**src/rtl/hdlc_pkg.sv**
```systemverilog
// Shared types and constants for the HDLC receive controller.
package hdlc_pkg;

  localparam logic [7:0] FLAG_BYTE = 8'h7E;

  // A flag carries a run of six ones; five ones followed by a zero is a stuffed zero.
  localparam logic [2:0] FLAG_RUN  = 3'($countones(FLAG_BYTE));
  localparam logic [2:0] STUFF_RUN = FLAG_RUN - 3'd1;

  typedef enum logic [2:0] {
    DATA0,
    DATA1,
    STUFF,
    SIX,
    FLAG,
    ABORT
  } bit_class_e;

  typedef enum logic [1:0] {
    HUNT,
    OPEN,
    DATA
  } rx_state_e;

  typedef struct packed {
    logic       abort;
    logic       sof;
    logic       eof;
    logic [7:0] data;
  } rx_entry_t;

endpackage

```
**src/rtl/hdlc_rx_ctrl_if.sv**
```systemverilog
// Bit-strobe input side and valid/ready byte output side of the receiver.
interface hdlc_rx_ctrl_if;
  logic       en;
  logic       din;
  logic       out_ready;
  logic       out_valid;
  logic [7:0] out_data;
  logic       out_sof;
  logic       out_eof;
  logic       out_abort;
  logic       ovf;

  modport master (
    output en, din, out_ready,
    input  out_valid, out_data, out_sof, out_eof, out_abort, ovf
  );

  modport slave (
    input  en, din, out_ready,
    output out_valid, out_data, out_sof, out_eof, out_abort, ovf
  );
endinterface

```
**src/rtl/hdlc_bit_class.sv**
```systemverilog
// Tracks the run of consecutive ones on the line and classifies each strobed bit.
module hdlc_bit_class
  import hdlc_pkg::*;
(
  input  logic       clk,
  input  logic       rst,
  input  logic       i_en,
  input  logic       i_din,
  output bit_class_e o_class
);

  logic [2:0] r_ones;
  logic [2:0] w_ones_nxt;

  // Classify the current bit against the ones run seen so far.
  always_comb begin
    o_class    = DATA0;
    w_ones_nxt = '0;
    if (!i_din) begin
      // A zero after seven or more ones just ends the abort run.
      if (r_ones == STUFF_RUN)     o_class = STUFF;
      else if (r_ones == FLAG_RUN) o_class = FLAG;
      else                         o_class = DATA0;
    end else if (r_ones < STUFF_RUN) begin
      o_class    = DATA1;
      w_ones_nxt = r_ones + 3'd1;
    end else if (r_ones == STUFF_RUN) begin
      o_class    = SIX;
      w_ones_nxt = FLAG_RUN;
    end else begin
      o_class    = ABORT;
      w_ones_nxt = 3'd7;
    end
  end

  // Ones run advances on every strobe regardless of receiver state.
  always_ff @(posedge clk or posedge rst) begin
    if (rst)       r_ones <= '0;
    else if (i_en) r_ones <= w_ones_nxt;
  end

endmodule

```
**src/rtl/hdlc_rx_ctrl.sv**
```systemverilog
// HDLC receive controller: de-stuffing, flag/abort framing, byte assembly and output FIFO.
module hdlc_rx_ctrl
  import hdlc_pkg::*;
#(
  parameter int unsigned FIFO_DEPTH = 4
) (
  input  logic           clk,
  input  logic           rst,
  hdlc_rx_ctrl_if.slave  bus
);

  localparam int unsigned      PTR_W    = $clog2(FIFO_DEPTH);
  localparam logic [PTR_W:0]   FULL_CNT = (PTR_W + 1)'(FIFO_DEPTH);

  bit_class_e       w_class;
  rx_state_e        r_state;
  logic [2:0]       r_bit_cnt;
  logic [6:0]       r_shift;
  logic [7:0]       r_hold;
  logic             r_hold_v;
  logic             r_pushed;   // some byte of the current frame is already queued
  logic             r_ovf;

  rx_entry_t        r_mem [FIFO_DEPTH];
  logic [PTR_W-1:0] r_wptr;
  logic [PTR_W-1:0] r_rptr;
  logic [PTR_W:0]   r_count;

  logic             w_active;
  logic             w_bit;
  logic [7:0]       w_byte;
  logic             w_push_req;
  logic             w_push_ok;
  logic             w_pop;
  logic             w_full;
  logic             w_overflow;
  rx_entry_t        w_entry;
  rx_entry_t        w_head;

  hdlc_bit_class u_bit_class (
    .clk     (clk),
    .rst     (rst),
    .i_en    (bus.en),
    .i_din   (bus.din),
    .o_class (w_class)
  );

  // Decide what, if anything, the current bit pushes into the FIFO.
  always_comb begin
    w_active   = bus.en && (r_state != HUNT);
    w_bit      = (w_class == DATA1);
    w_byte     = {w_bit, r_shift};
    w_push_req = 1'b0;
    w_entry    = '0;
    if (w_active) begin
      case (w_class)
        DATA0, DATA1: begin
          // Completing a byte releases the previous one, which is now known not to be last.
          if (r_bit_cnt == 3'd7 && r_hold_v) begin
            w_push_req = 1'b1;
            w_entry    = '{abort: 1'b0, sof: !r_pushed, eof: 1'b0, data: r_hold};
          end
        end
        FLAG: begin
          if (r_bit_cnt == 3'd6) begin
            // The six counted bits are the flag's own 0+11111.
            if (r_hold_v) begin
              w_push_req = 1'b1;
              w_entry    = '{abort: 1'b0, sof: !r_pushed, eof: 1'b1, data: r_hold};
            end
          end else if (r_pushed) begin
            w_push_req = 1'b1;
            w_entry    = '{abort: 1'b1, sof: 1'b0, eof: 1'b0, data: 8'h00};
          end
        end
        ABORT: begin
          if (r_pushed) begin
            w_push_req = 1'b1;
            w_entry    = '{abort: 1'b1, sof: 1'b0, eof: 1'b0, data: 8'h00};
          end
        end
        default: ;
      endcase
    end
    w_pop      = (r_count != '0) && bus.out_ready;
    w_full     = (r_count == FULL_CNT);
    w_overflow = w_push_req && w_full && !w_pop;
    w_push_ok  = w_push_req && !w_overflow;
  end

  // Framing FSM: hunt for a flag, then assemble bytes until a flag or abort.
  always_ff @(posedge clk or posedge rst) begin
    if (rst) begin
      r_state   <= HUNT;
      r_bit_cnt <= '0;
      r_shift   <= '0;
      r_hold    <= '0;
      r_hold_v  <= 1'b0;
      r_pushed  <= 1'b0;
      r_ovf     <= 1'b0;
    end else if (w_overflow) begin
      // Frame is unrecoverable; drop it silently and resynchronise on the next flag.
      r_state   <= HUNT;
      r_hold_v  <= 1'b0;
      r_pushed  <= 1'b0;
      r_ovf     <= 1'b1;
    end else if (bus.en) begin
      case (r_state)
        HUNT: begin
          if (w_class == FLAG) begin
            r_state   <= OPEN;
            r_bit_cnt <= '0;
          end
        end
        OPEN, DATA: begin
          case (w_class)
            DATA0, DATA1: begin
              r_shift   <= w_byte[7:1];
              r_bit_cnt <= r_bit_cnt + 3'd1;
              if (r_bit_cnt == 3'd7) begin
                r_hold   <= w_byte;
                r_hold_v <= 1'b1;
                r_pushed <= r_pushed | r_hold_v;
                r_state  <= DATA;
              end
            end
            FLAG: begin
              r_state   <= OPEN;
              r_bit_cnt <= '0;
              r_hold_v  <= 1'b0;
              r_pushed  <= 1'b0;
            end
            ABORT: begin
              r_state  <= HUNT;
              r_hold_v <= 1'b0;
              r_pushed <= 1'b0;
            end
            default: ;
          endcase
        end
        default: r_state <= HUNT;
      endcase
    end
  end

  // FIFO storage; reads are masked by out_valid so entries need no reset.
  always_ff @(posedge clk) begin
    if (w_push_ok) r_mem[r_wptr] <= w_entry;
  end

  // FIFO pointers and occupancy; push and pop may coincide even when full.
  always_ff @(posedge clk or posedge rst) begin
    if (rst) begin
      r_wptr  <= '0;
      r_rptr  <= '0;
      r_count <= '0;
    end else begin
      if (w_push_ok) r_wptr <= r_wptr + 1'b1;
      if (w_pop)     r_rptr <= r_rptr + 1'b1;
      case ({w_push_ok, w_pop})
        2'b10:   r_count <= r_count + 1'b1;
        2'b01:   r_count <= r_count - 1'b1;
        default: ;
      endcase
    end
  end

  // Show-ahead head of FIFO; all fields read as zero while empty.
  always_comb begin
    w_head        = r_mem[r_rptr];
    bus.out_valid = (r_count != '0);
    bus.out_data  = bus.out_valid ? w_head.data  : 8'h00;
    bus.out_sof   = bus.out_valid & w_head.sof;
    bus.out_eof   = bus.out_valid & w_head.eof;
    bus.out_abort = bus.out_valid & w_head.abort;
    bus.ovf       = r_ovf;
  end

endmodule

```
**src/flat_wrapper.sv**
```systemverilog
// flat-port wrapper written by rule: the top's interface ports become plain ports
module hdlc_rx_ctrl_flat import hdlc_pkg::*;
#(
  parameter int unsigned FIFO_DEPTH = 4
)
  (clk, rst, bus_en, bus_din, bus_out_ready, bus_out_valid, bus_out_data, bus_out_sof, bus_out_eof, bus_out_abort, bus_ovf);
  hdlc_rx_ctrl_if bus_i ();
  input  logic clk;
  input  logic rst;
  input wire logic [$bits(bus_i.en)-1:0] bus_en;
  input wire logic [$bits(bus_i.din)-1:0] bus_din;
  input wire logic [$bits(bus_i.out_ready)-1:0] bus_out_ready;
  output wire logic [$bits(bus_i.out_valid)-1:0] bus_out_valid;
  output wire logic [$bits(bus_i.out_data)-1:0] bus_out_data;
  output wire logic [$bits(bus_i.out_sof)-1:0] bus_out_sof;
  output wire logic [$bits(bus_i.out_eof)-1:0] bus_out_eof;
  output wire logic [$bits(bus_i.out_abort)-1:0] bus_out_abort;
  output wire logic [$bits(bus_i.ovf)-1:0] bus_ovf;
  assign bus_i.en = bus_en;
  assign bus_i.din = bus_din;
  assign bus_i.out_ready = bus_out_ready;
  assign bus_out_valid = bus_i.out_valid;
  assign bus_out_data = bus_i.out_data;
  assign bus_out_sof = bus_i.out_sof;
  assign bus_out_eof = bus_i.out_eof;
  assign bus_out_abort = bus_i.out_abort;
  assign bus_ovf = bus_i.ovf;
  hdlc_rx_ctrl #(.FIFO_DEPTH(FIFO_DEPTH)) u_core (.clk(clk), .rst(rst), .bus(bus_i));
endmodule
```
**config.mk**
```make
export PLATFORM = sky130hd
export DESIGN_NAME = hdlc_rx_ctrl_flat
export DESIGN_NICKNAME = d
export VERILOG_FILES = /design/src/rtl/hdlc_pkg.sv /design/src/rtl/hdlc_rx_ctrl_if.sv /design/src/rtl/hdlc_bit_class.sv /design/src/rtl/hdlc_rx_ctrl.sv /design/src/flat_wrapper.sv
export SDC_FILE = /design/constraint.sdc
export NUM_CORES = 1
export LEC_CHECK = 0
export CAP_MARGIN = 20
export CELL_PAD_IN_SITES_DETAIL_PLACEMENT = 2
export CELL_PAD_IN_SITES_GLOBAL_PLACEMENT = 2
export CORE_MARGIN = 1.5
export CORE_UTILIZATION = 47
export CTS_BUF_LIST = sky130_fd_sc_hd__clkbuf_8 sky130_fd_sc_hd__clkbuf_16
export DETAILED_ROUTE_END_ITERATION = 8
export GPL_ROUTABILITY_DRIVEN = 0
export GPL_TIMING_DRIVEN = 0
export PLACE_DENSITY_LB_ADDON = 0.05
export RECOVER_POWER = 25
export SKIP_LAST_GASP = 1
export SYNTH_ARGS = -nofsm -noshare
export SYNTH_HDL_FRONTEND = slang
export SYNTH_SLANG_ARGS = --single-unit
export TNS_END_PERCENT = 100
```
**constraint.sdc**
```tcl
create_clock -name clk -period 8.8 [get_ports clk]
set_input_delay 0.88 -clock clk [delete_from_list [all_inputs] [get_ports clk]]
set_output_delay 0.88 -clock clk [all_outputs]
set_load 0.02 [all_outputs]
```
==> results of run 1 <==
flip-flops by register name, summed over array words and instances (netlist names):
register,count
u_core.r_pushed,1
u_core.r_shift,7
u_core.r_wptr,2
u_core.bus.ovf,1
u_core.u_bit_class.r_ones,3
u_core.r_hold,8
u_core.r_count,3
u_core.r_bit_cnt,3
u_core.r_rptr,2
u_core.r_hold_v,1
u_core.r_mem,44
u_core.r_state,2
cell type report:
class | count | share of cell area (%)
buffer | 10 | 1.73
clock buffer | 10 | 3.39
clock inverter | 6 | 0.770
inverter | 14 | 1.29
multi-input combinational | 142 | 33.1
sequential | 77 | 52.9
tap | 99 | 3.05
timing repair buffer | 16 | 3.79
power by group:
group / total [mW] / switching (mW) / internal (mW)
Clock: 0.235 / 0.128 / 0.107
Combinational: 0.290 / 0.147 / 0.143
Sequential: 0.464 / 0.0451 / 0.419
worst max-delay path, cell delays in order, from the launching register on:
cell      delay, ns
dfrtp_1        0.53
inv_1          0.11
ha_1           0.25
nand2b_2       0.23
or3_1          0.39
buf_6          0.15
nor3_1         0.54
o21ai_2        0.24
ha_1           0.29
inv_1          0.08
fa_1           0.19
xor2_1         0.19
nor2_1         0.08
xor2_1         0.14
cells by family (layout without fill, tap and decap cells):
kind of cell	after synthesis	after routing	synth area share, %
flip-flops	77	77	59.4
AND/OR/NAND/NOR	63	63	11.0
multiplexers	31	31	14.3
AO/OA/AOI/OAI	28	28	5.40
buffers and inverters	24	56	3.39
adder cells (fa/ha/maj)	14	14	5.05
XOR/XNOR	6	6	1.45
routing by layer:
layer  vias to the layer above  routed length [um]
met5                         -                   0
met4                         0                 118
met3                        10                 205
met2                        30                4110
met1                      1074                3400
li1                        942                   -
path summary, 6_finish.rpt:
kind                                endpoint  cells after the start
setup / recovery           u_core.r_count[2]                     13
hold / removal             u_core.r_count[2]                      1
max in group asynchronous   u_core.r_rptr[0]                      3
setup reg to reg           u_core.r_count[2]                     13
hold reg to reg            u_core.r_count[2]                      1
min in group asynchronous  u_core.r_shift[0]                      2
synthesized netlist by cell type, drive strengths merged (3+ instances only):
master	count	area share [%]
mux2	19	7.2
mux4	11	6.9
and2	21	3.6
dfrtp	33	23
and2b	4	0.97
clkbuf	3	0.42
xor2	3	0.73
inv	14	1.5
or3	3	0.52
a21oi	4	0.55
edfxtp	44	37
nor2	8	0.83
xnor2	3	0.73
buf	7	1.5
nand2	9	0.93
nand3	4	0.55
o21ai	9	1.4
ha	13	4.5
==> results.toml, run 1 <==
[place]
dp_slack_ns = 5.23
place_area_sq_mm = 0.00392
dp_hpwl_mm = 5.65
placed_cells = 358
portBuffers = 15

[critical_path]
timing.rr.start = "u_core.u_bit_class.r_ones[1]"
path_max_fanout = 7
cp-end-kind = "flip-flop"
critPathArrivalTime_ns = 3.78
reg2reg_setup_slack_ns = 5.26
setup.worst_path.start_class = "flip-flop"
required_ns = 9.04
startpoint = "u_core.u_bit_class.r_ones[1]"
path_class = "flip-flop to flip-flop"

[die]
start_util_pct = 49.3
die_w_um = 90.7
io_pins = 18
die_y_um = 90.7
die_area_sq_mm = 0.00823
core_sq_mm = 0.00733
rows = 31

[grt]
grt_pass1_wl_mm = 13.1
antenna_found_initial = 0
grt-ovfl-total = 0
grtUsageMet2_pct = 35.0
grt_busiest_layer = "met2"
gr-usage-all-layers_pct = 21.3
grt_pass1_vias = 2278
use_met1_pct = 27.7
met3_usage_pct = 4.80
grt_start_max_net_pins = 24

[sta]
finalSetupTns_ns = 0
finalCritPeriodShare_pct = 40.2
tightest_slew_ns = 1.28
final_max_slew_viol_count = 0
slew_headroom_pct = 14.7
skew_ns = 0.00652
max_freq_mhz = 283
final_hold_viol_count = 0
fin_ws_ns = 5.26
setup_viol = 0
holdWs_ns = 0.496
rsz0062_at_grt = "no"
period_needed_ns = 3.54

[logic_synthesis]
synth_edf_count = 44
yosysUniqueCellTypes = 50
synth_seq_cells = 77
yosysWarnings = 0
syn_nets = 262
netlist_area_sq_mm = 0.00361
avgSynthCellArea_sq_um = 14.9
async_flop_share_pct = 42.9
ys_seq_area_share_pct = 59.4
synth_flop_cell = "edfxtp_1"
synthCells = 243

[layout]
utilization_pct = 55.4
final_cells = 374
nNetsFinal = 289
n_antenna_cell = 0
multi_input_area_sq_mm = 0.00135
n_fill_cell = 645
drive_gt1_share_pct = 24.4
area_delta_synth_final_pct = 12.4
final-seq-area_sq_mm = 0.00215
design_area_sq_mm = 0.00406
mostFrequentLayoutCells = "edfxtp_1, dfrtp_1, and2_1"
final_common_cell = "edfxtp_1"

[clock_tree]
post_cts_buffers = 0
cts_tree = "built"
htreeDepth = 3
clk-insertion-delay-late_ns = 0.35
clock-sinks = 77
cts_resized = 0
numCtsBuffers = 9
clockBufferDepth = 2
holdBufCountCts = 0
clkTransAtPathRegs_ns = 0.08
clockRootBuffer = "clkbuf_8"

[route]
via_count = 2056
drt-total-wl_mm = 7.84
dr.pass1.iters = 4
postRouteAntennaNets = 0
drc_errors = 0
drt-initial-drc-count = 98
wl_per_cell_um = 21.0
via_per_inst = 5.50

[run]
maxCapViolCount = 0

[pwr]
p_per_area_mw_per_mm2 = 243
irDropWorstVdd_mv = 0.0923
leakage_nw = 1.66
finalPower_mw = 0.989

[worst_hold_path]
hold_class = "flip-flop to flip-flop"
hold_start = "u_core.r_count[2]"

[outcome]
outcome = "finished clean"
No activity file was read; power rests on OpenSTA's default activity.
==> inputs of run 2 (changes only) <==
--- a/config.mk
+++ b/config.mk
@@ -9,7 +9,7 @@
 export CELL_PAD_IN_SITES_DETAIL_PLACEMENT = 2
 export CELL_PAD_IN_SITES_GLOBAL_PLACEMENT = 2
 export CORE_MARGIN = 1.5
-export CORE_UTILIZATION = 47
+export CORE_UTILIZATION = 44
 export CTS_BUF_LIST = sky130_fd_sc_hd__clkbuf_8 sky130_fd_sc_hd__clkbuf_16
 export DETAILED_ROUTE_END_ITERATION = 8
 export GPL_ROUTABILITY_DRIVEN = 0
==> constraint.sdc (replaced) <==
create_clock -name clk -period 3.4 [get_ports clk]
set_input_delay 0.34 -clock clk [delete_from_list [all_inputs] [get_ports clk]]
set_output_delay 0.34 -clock clk [all_outputs]
set_load 0.02 [all_outputs]
==> run 2 against run 1 <==
Clock skew up 0.00096 ns. Critical path depth decreased by 1. First-iteration DRC count fell by 23%. Utilization fell by 3.0 points. Hold slack got worse by 0.23 ns. Clock power grew to 2.9 times the previous value. Worst setup slack got worse by 5.0 ns. Total power increased to 2.7 times the previous value. Maximum frequency is 14% higher. Wire length down 6.4%. Via count fell by 1.0%. Critical path type unchanged.
==> results.toml, run 2 (synthesized netlist as in run 1, its figures left out) <==
[outcome]
outcome = "finished clean"

[grt]
antenna_found_initial = 0
grt_pass1_vias = 2267
gr-usage-all-layers_pct = 19.2
grt_pass1_wl_mm = 12.3
grt_start_max_net_pins = 23
grt-ovfl-total = 0

[critical_path]
reg2reg_setup_slack_ns = 0.29
reg2reg_depth = 12
path_max_fanout = 7
reg2reg_to = "u_core.r_count[2]"
required_ns = 3.64
cp-end-kind = "flip-flop"
critPathArrivalTime_ns = 3.35
setup.worst_path.start_class = "flip-flop"
timing.rr.start = "u_core.u_bit_class.r_ones[0]"
path_class = "flip-flop to flip-flop"

[sta]
max_freq_mhz = 321
period_needed_ns = 3.11
finalSetupTns_ns = 0
final_hold_viol_count = 0
final_max_slew_viol_count = 0
finalCritPeriodShare_pct = 91.5
slew_headroom_pct = 14.4
fin_ws_ns = 0.288
tightest_slew_ns = 1.28
setup_viol = 0
rsz0062_at_grt = "no"
skew_ns = 0.00748

[layout]
n_antenna_cell = 0
mostFrequentLayoutCells = "edfxtp_1, dfrtp_1, and2_1"
drive_gt1_share_pct = 25.7
final_common_cell = "edfxtp_1"
area_delta_synth_final_pct = 13.7
largest_reg_flops = 44
biggestRegsByFlops = "u_core.r_mem (44), u_core.r_hold (8), u_core.r_shift (7)"
regMostFlops = "u_core.r_mem"
nNetsFinal = 290

[route]
drt-initial-drc-count = 75
postRouteAntennaNets = 0
drt-total-wl_mm = 7.33
dr.pass1.iters = 4
via_per_inst = 5.38
via_count = 2035
wl_per_cell_um = 19.4
drc_errors = 0

[run]
maxCapViolCount = 0

[worst_hold_path]
hold_class = "input port to flip-flop"
min_path_cells = 3
worst_hold_path.endpoint = "u_core.u_bit_class.r_ones[2]"
hold_start = "bus_din"

[pwr]
p_comb_share_pct = 29.3
irDropWorstVdd_mv = 0.278
leakage_nw = 1.66
switching_power_mw = 0.843
power_switching_share_pct = 31.6
internal_power_mw = 1.82
p_per_area_mw_per_mm2 = 648
pwr-share-seq_pct = 44.8
clkPwrFrac_pct = 25.9

[die]
rows = 32
core_sq_mm = 0.00785
io_pins = 18
die_area_sq_mm = 0.00877
die_y_um = 93.6
start_util_pct = 46.1
die_w_um = 93.6

[clock_tree]
clockRootBuffer = "clkbuf_8"
clock-sinks = 77
clk-insertion-delay-late_ns = 0.35
numCtsBuffers = 9
holdBufCountCts = 0
clkTransAtPathRegs_ns = 0.08
cts_tree = "built"
clockBufferDepth = 2
htreeDepth = 3

[place]
dp_slack_ns = -0.102
dp_hpwl_mm = 5.48
portBuffers = 15
-- run 2: layer usage --
| metal | track usage, % | wire length, um | vias to the layer above |
|---|---|---|---|
| li1 | - | - | 943 |
| met1 | 24.0 | 3130 | 1037 |
| met2 | 32.5 | 3860 | 44 |
| met3 | 4.15 | 215 | 11 |
| met4 | 7.34 | 129 | 0 |
| met5 | 0 | 0 | - |
-- run 2: power by group through the flow --
stage,Combinational [mW],Sequential (mW),Clock [mW]
6_report,0.782,1.19,0.690
4_1_cts,0.804,1.20,0.714
3_3_place_gp,0.757,1.20,0
2_1_floorplan,0.575,1.18,0
3_5_place_dp,0.799,1.22,0
5_1_grt,0.872,1.21,0.747
-- run 2: repair_timing --
action / 4_1_cts / 5_1_grt
resized for setup: 1 / 2
setup buffers: 0 / 1
endpoints found under the setup margin: 2 / 2
pin swaps: 1 / 1
-- run 2: final cells by class --
cell class	instances	area, sq um
Multi-Input combinational cell	142	1350
Fill cell	727	3740
Clock buffer	9	124
Clock inverter	7	73.8
Tap cell	102	128
Sequential cell	77	2150
Buffer	10	70.1
Timing Repair Buffer	17	161
Inverter	14	52.6
-- run 2: how the worst max path moves through the flow --
| stage | from | to | cells after the start |
|---|---|---|---|
| 6_report | u_core.u_bit_class.r_ones[0] | u_core.r_count[2] | 12 |
| 5_1_grt | u_core.u_bit_class.r_ones[0] | u_core.r_count[2] | 12 |
| 2_1_floorplan | u_core.u_bit_class.r_ones[1] | u_core.r_count[2] | 13 |
| 4_1_cts | u_core.u_bit_class.r_ones[1] | u_core.r_count[2] | 12 |
| 3_5_place_dp | u_core.u_bit_class.r_ones[1] | u_core.r_count[2] | 13 |
| 3_3_place_gp | u_core.u_bit_class.r_ones[1] | u_core.r_count[2] | 13 |
-- run 2: critical path: stages (launching register included) --
cell      delay [ns]
dfrtp_1         0.48
ha_1            0.31
nand2b_2        0.23
or3_1           0.39
buf_6           0.14
nor3_2          0.39
o21ai_2         0.15
ha_1            0.23
inv_1           0.09
fa_1            0.21
xor2_1          0.17
nor2_1          0.07
xor2_1          0.14
-- run 2: stage by stage --
step / total power, mW / hold slack (ns) / instances / utilization [%] / cell area, sq um
floorplan: 1.75 / 0.447 / 243 / - / 3610
global placement: 1.96 / 0.464 / 360 / 49.6 / 3890
CTS: 2.72 / 0.246 / 377 / 52.5 / 4120
global route: 2.83 / 0.266 / 378 / 52.4 / 4110
detailed placement: 2.01 / 0.476 / 361 / 50.0 / 3920
finish: 2.66 / 0.266 / 378 / 52.4 / 4110
==> inputs of run 3 (changes only) <==
==> constraint.sdc (replaced) <==
create_clock -name clk -period 3.4 [get_ports clk]
set_input_delay 0.34 -clock clk [delete_from_list [all_inputs] [get_ports clk]]
set_output_delay 0.34 -clock clk [all_outputs]
set_load 0.005 [all_outputs]
==> results of run 3 <==
The final DEF is identical to that of run 2. Status: finished clean.
Main changes from that run: total power 2.66 mW -> 2.61 mW; worst IR drop on VDD 0.278 mV -> 0.277 mV
